===== src/rtl/seq_alu_if.sv =====
// Operand/result bus between the control unit and the sequential ALU.
// The master drives the request, and the slave (the ALU) returns results and status.
interface seq_alu_if #(
    parameter int WIDTH = 32
);
    logic             start;
    logic [3:0]       op;
    logic [WIDTH-1:0] Rb;
    logic [WIDTH-1:0] Ry;
    logic [WIDTH-1:0] resultLo;
    logic [WIDTH-1:0] resultHi;
    logic             busy;
    logic             done;
    logic             div_by_zero;

    modport master (
        output start, op, Rb, Ry,
        input  resultLo, resultHi, busy, done, div_by_zero
    );

    modport slave (
        input  start, op, Rb, Ry,
        output resultLo, resultHi, busy, done, div_by_zero
    );
endinterface


===== src/rtl/seq_alu.sv =====
// Multi-cycle ALU: single-cycle logic/arith/shift ops, radix-2 Booth MUL and
// restoring DIV, with a double-width HI/LO result and start/busy/done sequencing.
module seq_alu #(
    parameter int WIDTH = 32,
    parameter int SHW   = $clog2(WIDTH)
) (
    input  logic       clock,
    input  logic       clear_n,
    seq_alu_if.slave   bus
);
    localparam logic [3:0] OP_AND  = 4'd0;
    localparam logic [3:0] OP_OR   = 4'd1;
    localparam logic [3:0] OP_NEG  = 4'd2;
    localparam logic [3:0] OP_NOT  = 4'd3;
    localparam logic [3:0] OP_ADD  = 4'd4;
    localparam logic [3:0] OP_SUB  = 4'd5;
    localparam logic [3:0] OP_SHR  = 4'd6;
    localparam logic [3:0] OP_SHRA = 4'd7;
    localparam logic [3:0] OP_SHL  = 4'd8;
    localparam logic [3:0] OP_ROR  = 4'd9;
    localparam logic [3:0] OP_ROL  = 4'd10;
    localparam logic [3:0] OP_MUL  = 4'd11;
    localparam logic [3:0] OP_DIV  = 4'd12;

    typedef enum logic [2:0] {IDLE, MUL_IT, DIV_IT, DIV_FIX, FINISH} state_t;

    state_t           state_reg;
    logic             go_reg;
    logic [3:0]       op_reg;
    logic [WIDTH-1:0] a_reg;
    logic [WIDTH-1:0] b_reg;
    logic [SHW-1:0]   cnt_reg;
    logic [WIDTH:0]   acc_reg;
    logic [WIDTH-1:0] q_reg;
    logic             qm1_reg;
    logic [WIDTH-1:0] m_reg;
    logic             neg_q_reg;
    logic             neg_r_reg;
    logic [WIDTH-1:0] lo_reg;
    logic [WIDTH-1:0] hi_reg;
    logic             busy_reg;
    logic             done_reg;
    logic             dbz_reg;

    function automatic logic [WIDTH-1:0] mag(input logic [WIDTH-1:0] x);
        return x[WIDTH-1] ? -x : x;
    endfunction

    // A captured MUL/DIV blocks new requests until the FSM has moved into iteration.
    logic multi_pending;
    logic accept;
    assign multi_pending = (op_reg == OP_MUL) || ((op_reg == OP_DIV) && (b_reg != '0));
    assign accept = bus.start && ((state_reg == IDLE) || (state_reg == FINISH))
                    && !(go_reg && multi_pending);

    // Single-cycle datapath; rotates use a doubled operand so ROL is ROR by -amt.
    logic [SHW-1:0]     amt;
    logic [SHW-1:0]     rol_amt;
    logic [2*WIDTH-1:0] dbl;
    logic [WIDTH-1:0]   single_lo;
    logic [WIDTH-1:0]   single_hi;
    logic               single_dbz;

    assign amt     = b_reg[SHW-1:0];
    assign rol_amt = -amt;
    assign dbl     = {a_reg, a_reg};

    always_comb begin
        single_lo  = '0;
        single_hi  = '0;
        single_dbz = 1'b0;
        case (op_reg)
            OP_AND:  single_lo = a_reg & b_reg;
            OP_OR:   single_lo = a_reg | b_reg;
            OP_NEG:  single_lo = -b_reg;
            OP_NOT:  single_lo = ~b_reg;
            OP_ADD:  single_lo = a_reg + b_reg;
            OP_SUB:  single_lo = a_reg - b_reg;
            OP_SHR:  single_lo = a_reg >> amt;
            OP_SHRA: single_lo = $signed(a_reg) >>> amt;
            OP_SHL:  single_lo = a_reg << amt;
            OP_ROR:  single_lo = WIDTH'(dbl >> amt);
            OP_ROL:  single_lo = WIDTH'(dbl >> rol_amt);
            OP_DIV: begin
                single_hi  = a_reg;
                single_dbz = 1'b1;
            end
            default: single_lo = '0;
        endcase
    end

    // Booth step: acc carries one guard bit so subtracting the most negative
    // multiplicand cannot overflow.
    logic [WIDTH:0]   m_ext;
    logic [WIDTH:0]   booth_sum;
    logic [WIDTH:0]   booth_acc_next;
    logic [WIDTH-1:0] booth_q_next;

    assign m_ext = {m_reg[WIDTH-1], m_reg};

    always_comb begin
        booth_sum = acc_reg;
        case ({q_reg[0], qm1_reg})
            2'b01:   booth_sum = acc_reg + m_ext;
            2'b10:   booth_sum = acc_reg - m_ext;
            default: booth_sum = acc_reg;
        endcase
    end

    assign booth_acc_next = {booth_sum[WIDTH], booth_sum[WIDTH:1]};
    assign booth_q_next   = {booth_sum[0], q_reg[WIDTH-1:1]};

    // Restoring division step on magnitudes; the diff sign bit decides restore.
    logic [WIDTH:0]   div_shift;
    logic [WIDTH:0]   div_diff;
    logic             div_ok;
    logic [WIDTH:0]   div_acc_next;
    logic [WIDTH-1:0] div_q_next;

    assign div_shift    = {acc_reg[WIDTH-1:0], q_reg[WIDTH-1]};
    assign div_diff     = div_shift - {1'b0, m_reg};
    assign div_ok       = ~div_diff[WIDTH];
    assign div_acc_next = div_ok ? div_diff : div_shift;
    assign div_q_next   = {q_reg[WIDTH-2:0], div_ok};

    always_ff @(posedge clock or negedge clear_n) begin
        if (!clear_n) begin
            state_reg <= IDLE;
            go_reg    <= 1'b0;
            op_reg    <= '0;
            a_reg     <= '0;
            b_reg     <= '0;
            cnt_reg   <= '0;
            acc_reg   <= '0;
            q_reg     <= '0;
            qm1_reg   <= 1'b0;
            m_reg     <= '0;
            neg_q_reg <= 1'b0;
            neg_r_reg <= 1'b0;
            lo_reg    <= '0;
            hi_reg    <= '0;
            busy_reg  <= 1'b0;
            done_reg  <= 1'b0;
            dbz_reg   <= 1'b0;
        end else begin
            if (accept) begin
                go_reg <= 1'b1;
                op_reg <= bus.op;
                a_reg  <= bus.Rb;
                b_reg  <= bus.Ry;
            end else begin
                go_reg <= 1'b0;
            end

            case (state_reg)
                IDLE, FINISH: begin
                    done_reg  <= 1'b0;
                    state_reg <= IDLE;
                    if (go_reg) begin
                        if (op_reg == OP_MUL) begin
                            acc_reg   <= '0;
                            q_reg     <= b_reg;
                            qm1_reg   <= 1'b0;
                            m_reg     <= a_reg;
                            cnt_reg   <= '0;
                            busy_reg  <= 1'b1;
                            state_reg <= MUL_IT;
                        end else if ((op_reg == OP_DIV) && (b_reg != '0)) begin
                            acc_reg   <= '0;
                            q_reg     <= mag(a_reg);
                            m_reg     <= mag(b_reg);
                            neg_q_reg <= a_reg[WIDTH-1] ^ b_reg[WIDTH-1];
                            neg_r_reg <= a_reg[WIDTH-1];
                            cnt_reg   <= '0;
                            busy_reg  <= 1'b1;
                            state_reg <= DIV_IT;
                        end else begin
                            lo_reg   <= single_lo;
                            hi_reg   <= single_hi;
                            dbz_reg  <= single_dbz;
                            done_reg <= 1'b1;
                        end
                    end
                end
                MUL_IT: begin
                    acc_reg <= booth_acc_next;
                    q_reg   <= booth_q_next;
                    qm1_reg <= q_reg[0];
                    cnt_reg <= cnt_reg + 1'b1;
                    if (cnt_reg == SHW'(WIDTH - 1)) begin
                        lo_reg    <= booth_q_next;
                        hi_reg    <= booth_acc_next[WIDTH-1:0];
                        dbz_reg   <= 1'b0;
                        done_reg  <= 1'b1;
                        busy_reg  <= 1'b0;
                        state_reg <= FINISH;
                    end
                end
                DIV_IT: begin
                    acc_reg <= div_acc_next;
                    q_reg   <= div_q_next;
                    cnt_reg <= cnt_reg + 1'b1;
                    if (cnt_reg == SHW'(WIDTH - 1)) begin
                        state_reg <= DIV_FIX;
                    end
                end
                DIV_FIX: begin
                    lo_reg    <= neg_q_reg ? -q_reg : q_reg;
                    hi_reg    <= neg_r_reg ? -acc_reg[WIDTH-1:0] : acc_reg[WIDTH-1:0];
                    dbz_reg   <= 1'b0;
                    done_reg  <= 1'b1;
                    busy_reg  <= 1'b0;
                    state_reg <= FINISH;
                end
                default: begin
                    busy_reg  <= 1'b0;
                    done_reg  <= 1'b0;
                    state_reg <= IDLE;
                end
            endcase
        end
    end

    assign bus.resultLo    = lo_reg;
    assign bus.resultHi    = hi_reg;
    assign bus.busy        = busy_reg;
    assign bus.done        = done_reg;
    assign bus.div_by_zero = dbz_reg;
endmodule


===== src/flat_wrapper.sv =====
// flat-port wrapper written by rule: the top's interface ports become plain ports
module seq_alu_flat 
#(
    parameter int WIDTH = 32,
    parameter int SHW   = $clog2(WIDTH)
)
  (clock, clear_n, bus_start, bus_op, bus_Rb, bus_Ry, bus_resultLo, bus_resultHi, bus_busy, bus_done, bus_div_by_zero);
  seq_alu_if #(.WIDTH(WIDTH)) bus_i ();
  input  logic clock;
  input  logic clear_n;
  input wire logic [$bits(bus_i.start)-1:0] bus_start;
  input wire logic [$bits(bus_i.op)-1:0] bus_op;
  input wire logic [$bits(bus_i.Rb)-1:0] bus_Rb;
  input wire logic [$bits(bus_i.Ry)-1:0] bus_Ry;
  output wire logic [$bits(bus_i.resultLo)-1:0] bus_resultLo;
  output wire logic [$bits(bus_i.resultHi)-1:0] bus_resultHi;
  output wire logic [$bits(bus_i.busy)-1:0] bus_busy;
  output wire logic [$bits(bus_i.done)-1:0] bus_done;
  output wire logic [$bits(bus_i.div_by_zero)-1:0] bus_div_by_zero;
  assign bus_i.start = bus_start;
  assign bus_i.op = bus_op;
  assign bus_i.Rb = bus_Rb;
  assign bus_i.Ry = bus_Ry;
  assign bus_resultLo = bus_i.resultLo;
  assign bus_resultHi = bus_i.resultHi;
  assign bus_busy = bus_i.busy;
  assign bus_done = bus_i.done;
  assign bus_div_by_zero = bus_i.div_by_zero;
  seq_alu #(.WIDTH(WIDTH), .SHW(SHW)) u_core (.clock(clock), .clear_n(clear_n), .bus(bus_i));
endmodule

===== config.mk =====
export PLATFORM = sky130hd
export DESIGN_NAME = seq_alu_flat
export DESIGN_NICKNAME = d
export VERILOG_FILES = /design/src/rtl/seq_alu_if.sv /design/src/rtl/seq_alu.sv /design/src/flat_wrapper.sv
export SDC_FILE = /design/constraint.sdc
export NUM_CORES = 2
export LEC_CHECK = 0
export BUFFER_PORTS_ARGS = -buffer_cell sky130_fd_sc_hd__buf_2
export CAP_MARGIN = 40
export CORE_MARGIN = 2
export CORE_UTILIZATION = 55
export CTS_CLUSTER_SIZE = 10
export DETAILED_ROUTE_END_ITERATION = 6
export HOLD_SLACK_MARGIN = 0.06
export PLACE_DENSITY_LB_ADDON = 0.3
export SLEW_MARGIN = 20
export SYNTH_ARGS = -nofsm -noshare
export SYNTH_HDL_FRONTEND = slang
export SYNTH_SLANG_ARGS = --single-unit
export TNS_END_PERCENT = 1

===== constraint.sdc =====
create_clock -name clock -period 7.51 [get_ports clock]
set_clock_uncertainty 0.05 [all_clocks]
set_input_delay 1.502 -clock clock [delete_from_list [all_inputs] [get_ports clock]]
set_output_delay 1.502 -clock clock [all_outputs]
set_load 0.05 [all_outputs]

-- Word level (Yosys, flattened, before mapping)
Index checks and enable logic that the tools add are counted.
- $add $sub $neg: 11
- eq/ne operators: 26
- shift operators: 5
- multiplexer cells: 57
- bitwise logic cells: 7
- reduce and logical (&&, ||, !) cells: 26
- operator list (cell ; count):
    $mux W32 ; 18
    $pmux W32 S11 ; 1
    $pmux W32 S3 ; 3
    $mux W33 ; 4
    $neg A32 Y32 ; 4
    $shr A64 B5 Y32 ; 2
    $pmux W33 S3 ; 1
    $pmux W33 S2 ; 1
    $add A33 B33 Y33 ; 1
    $sub A33 B32 Y33 ; 1
    $sub A33 B33 Y33 ; 1
    $add A32 B32 Y32 ; 1
    $and A32 B32 Y32 ; 1
    $not A32 Y32 ; 1
    $or A32 B32 Y32 ; 1
    $reduce_bool A32 Y1 ; 1
    $shl A32 B5 Y32 ; 1
    $shr A32 B5 Y32 ; 1
    $sshr A32 B5 Y32 ; 1
    $sub A32 B32 Y32 ; 1
    $eq A4 B4 Y1 const B ; 5
    $eq A4 B3 Y1 const B ; 4
    $mux W1 ; 15
    $mux W5 ; 3
    other kinds (34) ; 59
- register bits: 244
- input port bits: 71
- output and inout port bits: 67

-- Depth between registers and ports, before layout
- word-level depth: 7
- gate-level depth with buffers: 27
- mapped depth without buffers: 20

-- Least setup slack after synthesis
No wires, ideal clock.
- path kind: register to register
- from: register u_core.b_reg[0]
- to: register u_core.lo_reg[29], in the netlist u_core.bus.resultLo[29]
- library setup time: 0.129 ns
- arrival: 6.144 ns
- data required time: 7.331 ns
- setup slack: 1.187 ns
- stages on the path, launching flop included: 28
- clock period less this slack: 6.323 ns
- cell sequence: dfrtp_1 > clkbuf_1 > inv_1 > buf_1 > buf_1 > buf_2 > ha_1 > or4b_1 > or4_1 > clkbuf_1 > or3_1 > clkbuf_1 > nor3_1 > nand2_1 > nand2_1 > xor2_1 > ha_1 > clkbuf_1 > a21o_1 > a21o_1 > a21oi_1 > o21ai_0 > a21o_1 > a2111oi_0 > a21oi_1 > xor2_1 > nand2_1 > a21oi_1
- word-level cells in the longest chain between the ends: 7
- elaborated cells on any way between the ends: 18
- ends and longest elaborated chain (what ; line ; text):
    start, declared ; seq_alu.sv:31 ; logic [WIDTH-1:0] b_reg;
    start signal, assigned ; seq_alu.sv:150 ; b_reg <= bus.Ry;
    $neg A5 Y5 ; seq_alu.sv:65 ; assign rol_amt = -amt;
    $shr A64 B5 Y32 ; seq_alu.sv:83 ; OP_ROL: single_lo = WIDTH'(dbl >> rol_amt);
    $pmux W32 S11 ; seq_alu.sv:72 ; case (op_reg)
    $mux W32 ; seq_alu.sv:168 ; end else if ((op_reg == OP_DIV) && (b_reg != '0)) begin
    $mux W32 ; seq_alu.sv:160 ; if (op_reg == OP_MUL) begin
    $mux W32 ; seq_alu.sv:159 ; if (go_reg) begin
    $pmux W32 S3 ; seq_alu.sv:155 ; case (state_reg)
    end signal, assigned ; seq_alu.sv:178 ; lo_reg <= single_lo;
    end signal, assigned ; seq_alu.sv:191 ; lo_reg <= booth_q_next;
    end signal, assigned ; seq_alu.sv:208 ; lo_reg <= neg_q_reg ? -q_reg : q_reg;
    end, declared ; seq_alu.sv:39 ; logic [WIDTH-1:0] lo_reg;
Several ways; a longest one is shown, not always the timed one. The select of a mux whose other input is x is not followed.
A chain may end at the register's enable or synchronous reset.

-- Worst setup path in the final report
- from: register u_core.b_reg[0]
- to: register u_core.lo_reg[30], in the netlist u_core.bus.resultLo[30]
The elaborated chain is that of the path after synthesis.

==> impl_metrics.csv <==
group,metric,value,unit
outcome,outcome,"finished, violations left",
outcome,violations,"DRC",
worst_setup_path,path_max_fanout,23,
global_routing,grt_pass1_wl,175000,µm
worst_setup_path,setup.worst_path.end_class,"flop",
hold_path,hp-class,"reg2reg",
job,cap_viol_max_count,0,
worst_setup_path,crit_start,"u_core.b_reg[0]$_DFFE_PN0P_",
final_layout,drive_above_1_share,12.9,%
route,drtIter0Drc,5200,
die,initial_core_util,55.5,%
route,wl,119000,µm
timing,slew_headroom,34.6,%
global_routing,overflow,0,
timing,hold_viol_final,0,
global_routing,grtUsageTotal,43.8,%
clock_network,cts_buffers,31,
synth,async_flop_share,100,%
worst_setup_path,worstPathCellList,"inv_2 -> ha_1 -> or4b_1 -> or4_1 -> or3_1 -> nor3_1 -> a21oi_1 -> xnor2_1 -> ha_1 -> and3_1 -> nand2_1 -> a211oi_1 -> nor2_1 -> o311ai_0 -> xnor2_1 -> o211a_1 -> a311oi_1",
global_routing,first_global_vias,27386,
die,die_height,228,µm
clock_network,clkLatencyLatePin,620,ps
placement,gp_congestion,1.11,
synth,yosys_warnings,0,
timing,min_period_over_period,77.0,%
route,ant_nets,0,
synth,ys_seq_area_share,22.0,%
die,ioPinCount,138,
die,row_count,82,
worst_setup_path,cpPeakStageDelay,620,ps
timing,setup_viol,0,
worst_setup_path,critPathRequiredTime,7980,ps
clock_network,cts_sinks,244,
worst_setup_path,start_kind,"flop",
route,routedWlPerCell,27.6,µm
clock_network,cts.clk_slew.worst_paths,60,ps
die,die-area,0.0522,mm²
final_layout,largest_register_ffs,33,
synth,synthFlopType,"dfrtp_1",
clock_network,hold_buffers,0,
timing,layout_min_cycle_time,5780,ps
clock_network,cts-resized-gates,0,
worst_setup_path,setup.worst_path.end,"u_core.bus.resultLo[30]$_DFFE_PN0P_",
global_routing,grt_antenna_before_repair,5,
placement,place_hpwl,87200,µm
synth,syn_area_per_cell,7.54,µm²
die,coreArea,0.0500,mm²
worst_setup_path,reg2regPathDepth,17,
route,drc,19,
worst_setup_path,critPathKind,"reg2reg",
timing,fmax,173,MHz
route,via_per_inst,7.05,
worst_setup_path,cp_slowest_cell,"dfrtp_4",
clock_network,h-tree-depth,1,
route,vias,30398,
worst_setup_path,worstPathArrival,6250,ps
placement,io_buffers,137,
synth,syn_area,0.0277,mm²
placement,dp_cells,4255,
synth,syn_nets,3859,
clock_network,clockBufferDepth,3,
route,drtPass1Iterations,7,
die,die_w,228,µm
clock_network,cts_setup_buffers,0,
timing,slew_viol_final,0,
final_layout,nNetsFinal,3808,
clock_network,tritoncts,"done",
final_layout,instances_no_fill,4311,
synth,synth_edf_count,0,
synth,syn_inst,3675,
global_routing,grt_max_degree,125,
synth,synth.ff_latch_count,244,
timing,tns,0,ps
worst_setup_path,reg2reg_to,"u_core.bus.resultLo[30]$_DFFE_PN0P_",
synth,yosysUniqueCellTypes,86,
timing,rsz0062_at_grt,"no",
final_layout,syn_to_final_growth,8.36,%
clock_network,cts_root_buf,"clkbuf_16",
worst_setup_path,crit-reg2reg-launch,"u_core.b_reg[0]$_DFFE_PN0P_",
worst_setup_path,ff2ff_setup_slack,1730,ps
timing,tightest_slew,971,ps
[how the worst min path moves through the flow]
stage	slack, ps	to	start	cells past startpoint
global route	450	u_core.a_reg[13]$_DFFE_PN0P_	u_core.a_reg[13]$_DFFE_PN0P_	2
global placement	410	u_core.bus.div_by_zero$_DFFE_PN0P_	u_core.bus.div_by_zero$_DFFE_PN0P_	2
finish	430	u_core.a_reg[13]$_DFFE_PN0P_	u_core.a_reg[13]$_DFFE_PN0P_	2
CTS	430	u_core.a_reg[13]$_DFFE_PN0P_	u_core.a_reg[13]$_DFFE_PN0P_	2
floorplan	420	u_core.m_reg[1]$_DFFE_PN0P_	u_core.m_reg[1]$_DFFE_PN0P_	2
detailed placement	410	u_core.a_reg[13]$_DFFE_PN0P_	u_core.a_reg[13]$_DFFE_PN0P_	2
[per-layer routing]
layer	routed length, µm	track usage [%]
met1	46200	59.7
met2	48300	62.1
met3	16500	12.8
met4	7950	23.3
met5	123	1.38
[cells in the final DEF, fill, tap and decap left out, drive strengths merged, types with 19 or more instances in the layout]
| cell type | count |
|---|---|
| nand2 | 559 |
| nor2 | 315 |
| o21ai | 277 |
| buf | 253 |
| a21oi | 251 |
| dfrtp | 244 |
| xor2 | 141 |
| mux2i | 136 |
| xnor2 | 123 |
| ha | 110 |
| inv | 87 |
| nor3 | 75 |
| o211ai | 59 |
| a221oi | 59 |
| mux2 | 58 |
| a211oi | 58 |
| a31oi | 56 |
| mux4 | 52 |
| or3 | 52 |
| nand3 | 50 |
| a21o | 48 |
| o31ai | 48 |
| a22oi | 42 |
| clkbuf | 39 |
| nand2b | 34 |
| o22ai | 30 |
| or4 | 29 |
| and3 | 26 |
| a2111oi | 26 |
| nor2b | 21 |
| or2 | 19 |
[logic make-up after synthesis]
kind of cell,synth area share [%]
and+or+nand+nor,20.2
adders and majority gates,5.62
DFF,22.0
xor gates and xnor gates,8.34
buffers and inverters,5.81
muxes,11.5
AOI/OAI and AO/OA,26.5
[through the flow]
| stage | util (%) | setup WS, ps | area [µm²] | hold WS [ps] |
|---|---|---|---|---|
| 2_1_floorplan | - | 1190 | 27700 | 416 |
| 3_3_place_gp | 57.6 | 1940 | 28800 | 406 |
| 3_5_place_dp | 58.0 | 1860 | 29000 | 415 |
| 4_1_cts | 59.9 | 1840 | 30000 | 430 |
| 5_1_grt | 60.1 | 1450 | 30000 | 448 |
| 6_report | 60.1 | 1730 | 30000 | 429 |
[synth_stat cells, types with 47 or more instances]
library cell	count	area share (%)
mux2_2	58	2.4
a211oi_1	58	1.6
o31ai_1	47	1.3
a21o_1	48	1.3
nor2_1	315	4.3
a31oi_1	56	1.3
mux2i_1	136	4.9
nand2_1	559	7.6
mux4_2	52	4.2
xnor2_1	123	3.9
a221oi_1	57	1.8
ha_1	110	5.0
o21ai_0	274	4.9
o211ai_1	59	1.6
xor2_1	141	4.5
nor3_1	75	1.4
a21oi_1	251	4.5
clkbuf_1	285	3.9
inv_1	84	1.1
nand3_1	50	0.90
or3_1	50	1.1
dfrtp_1	244	22
[critical path, delay by kind of cell, from the launching register on]
| family | cells | cell delay (ps) |
|---|---|---|
| AOI/OAI and AO/OA | 5 | 1410 |
| xor gates and xnor gates | 2 | 270 |
| adders and majority gates | 2 | 720 |
| buffers and inverters | 1 | 100 |
| DFF | 1 | 620 |
| and+or+nand+nor | 7 | 2530 |
[layout make-up]
class | instances | area [µm²]
sequential | 244 | 6120
antenna | 1 | 2.50
clock buffer | 38 | 822
inverter | 88 | 330
tap | 672 | 841
fill | 4670 | 19900
clock inverter | 9 | 135
timing repair buffer | 254 | 1690
multi-input combinational | 3005 | 20100
Power is left out: the tool's default activity adds up to more than one toggle a clock period on the data nets, which glitch-free logic cannot reach.
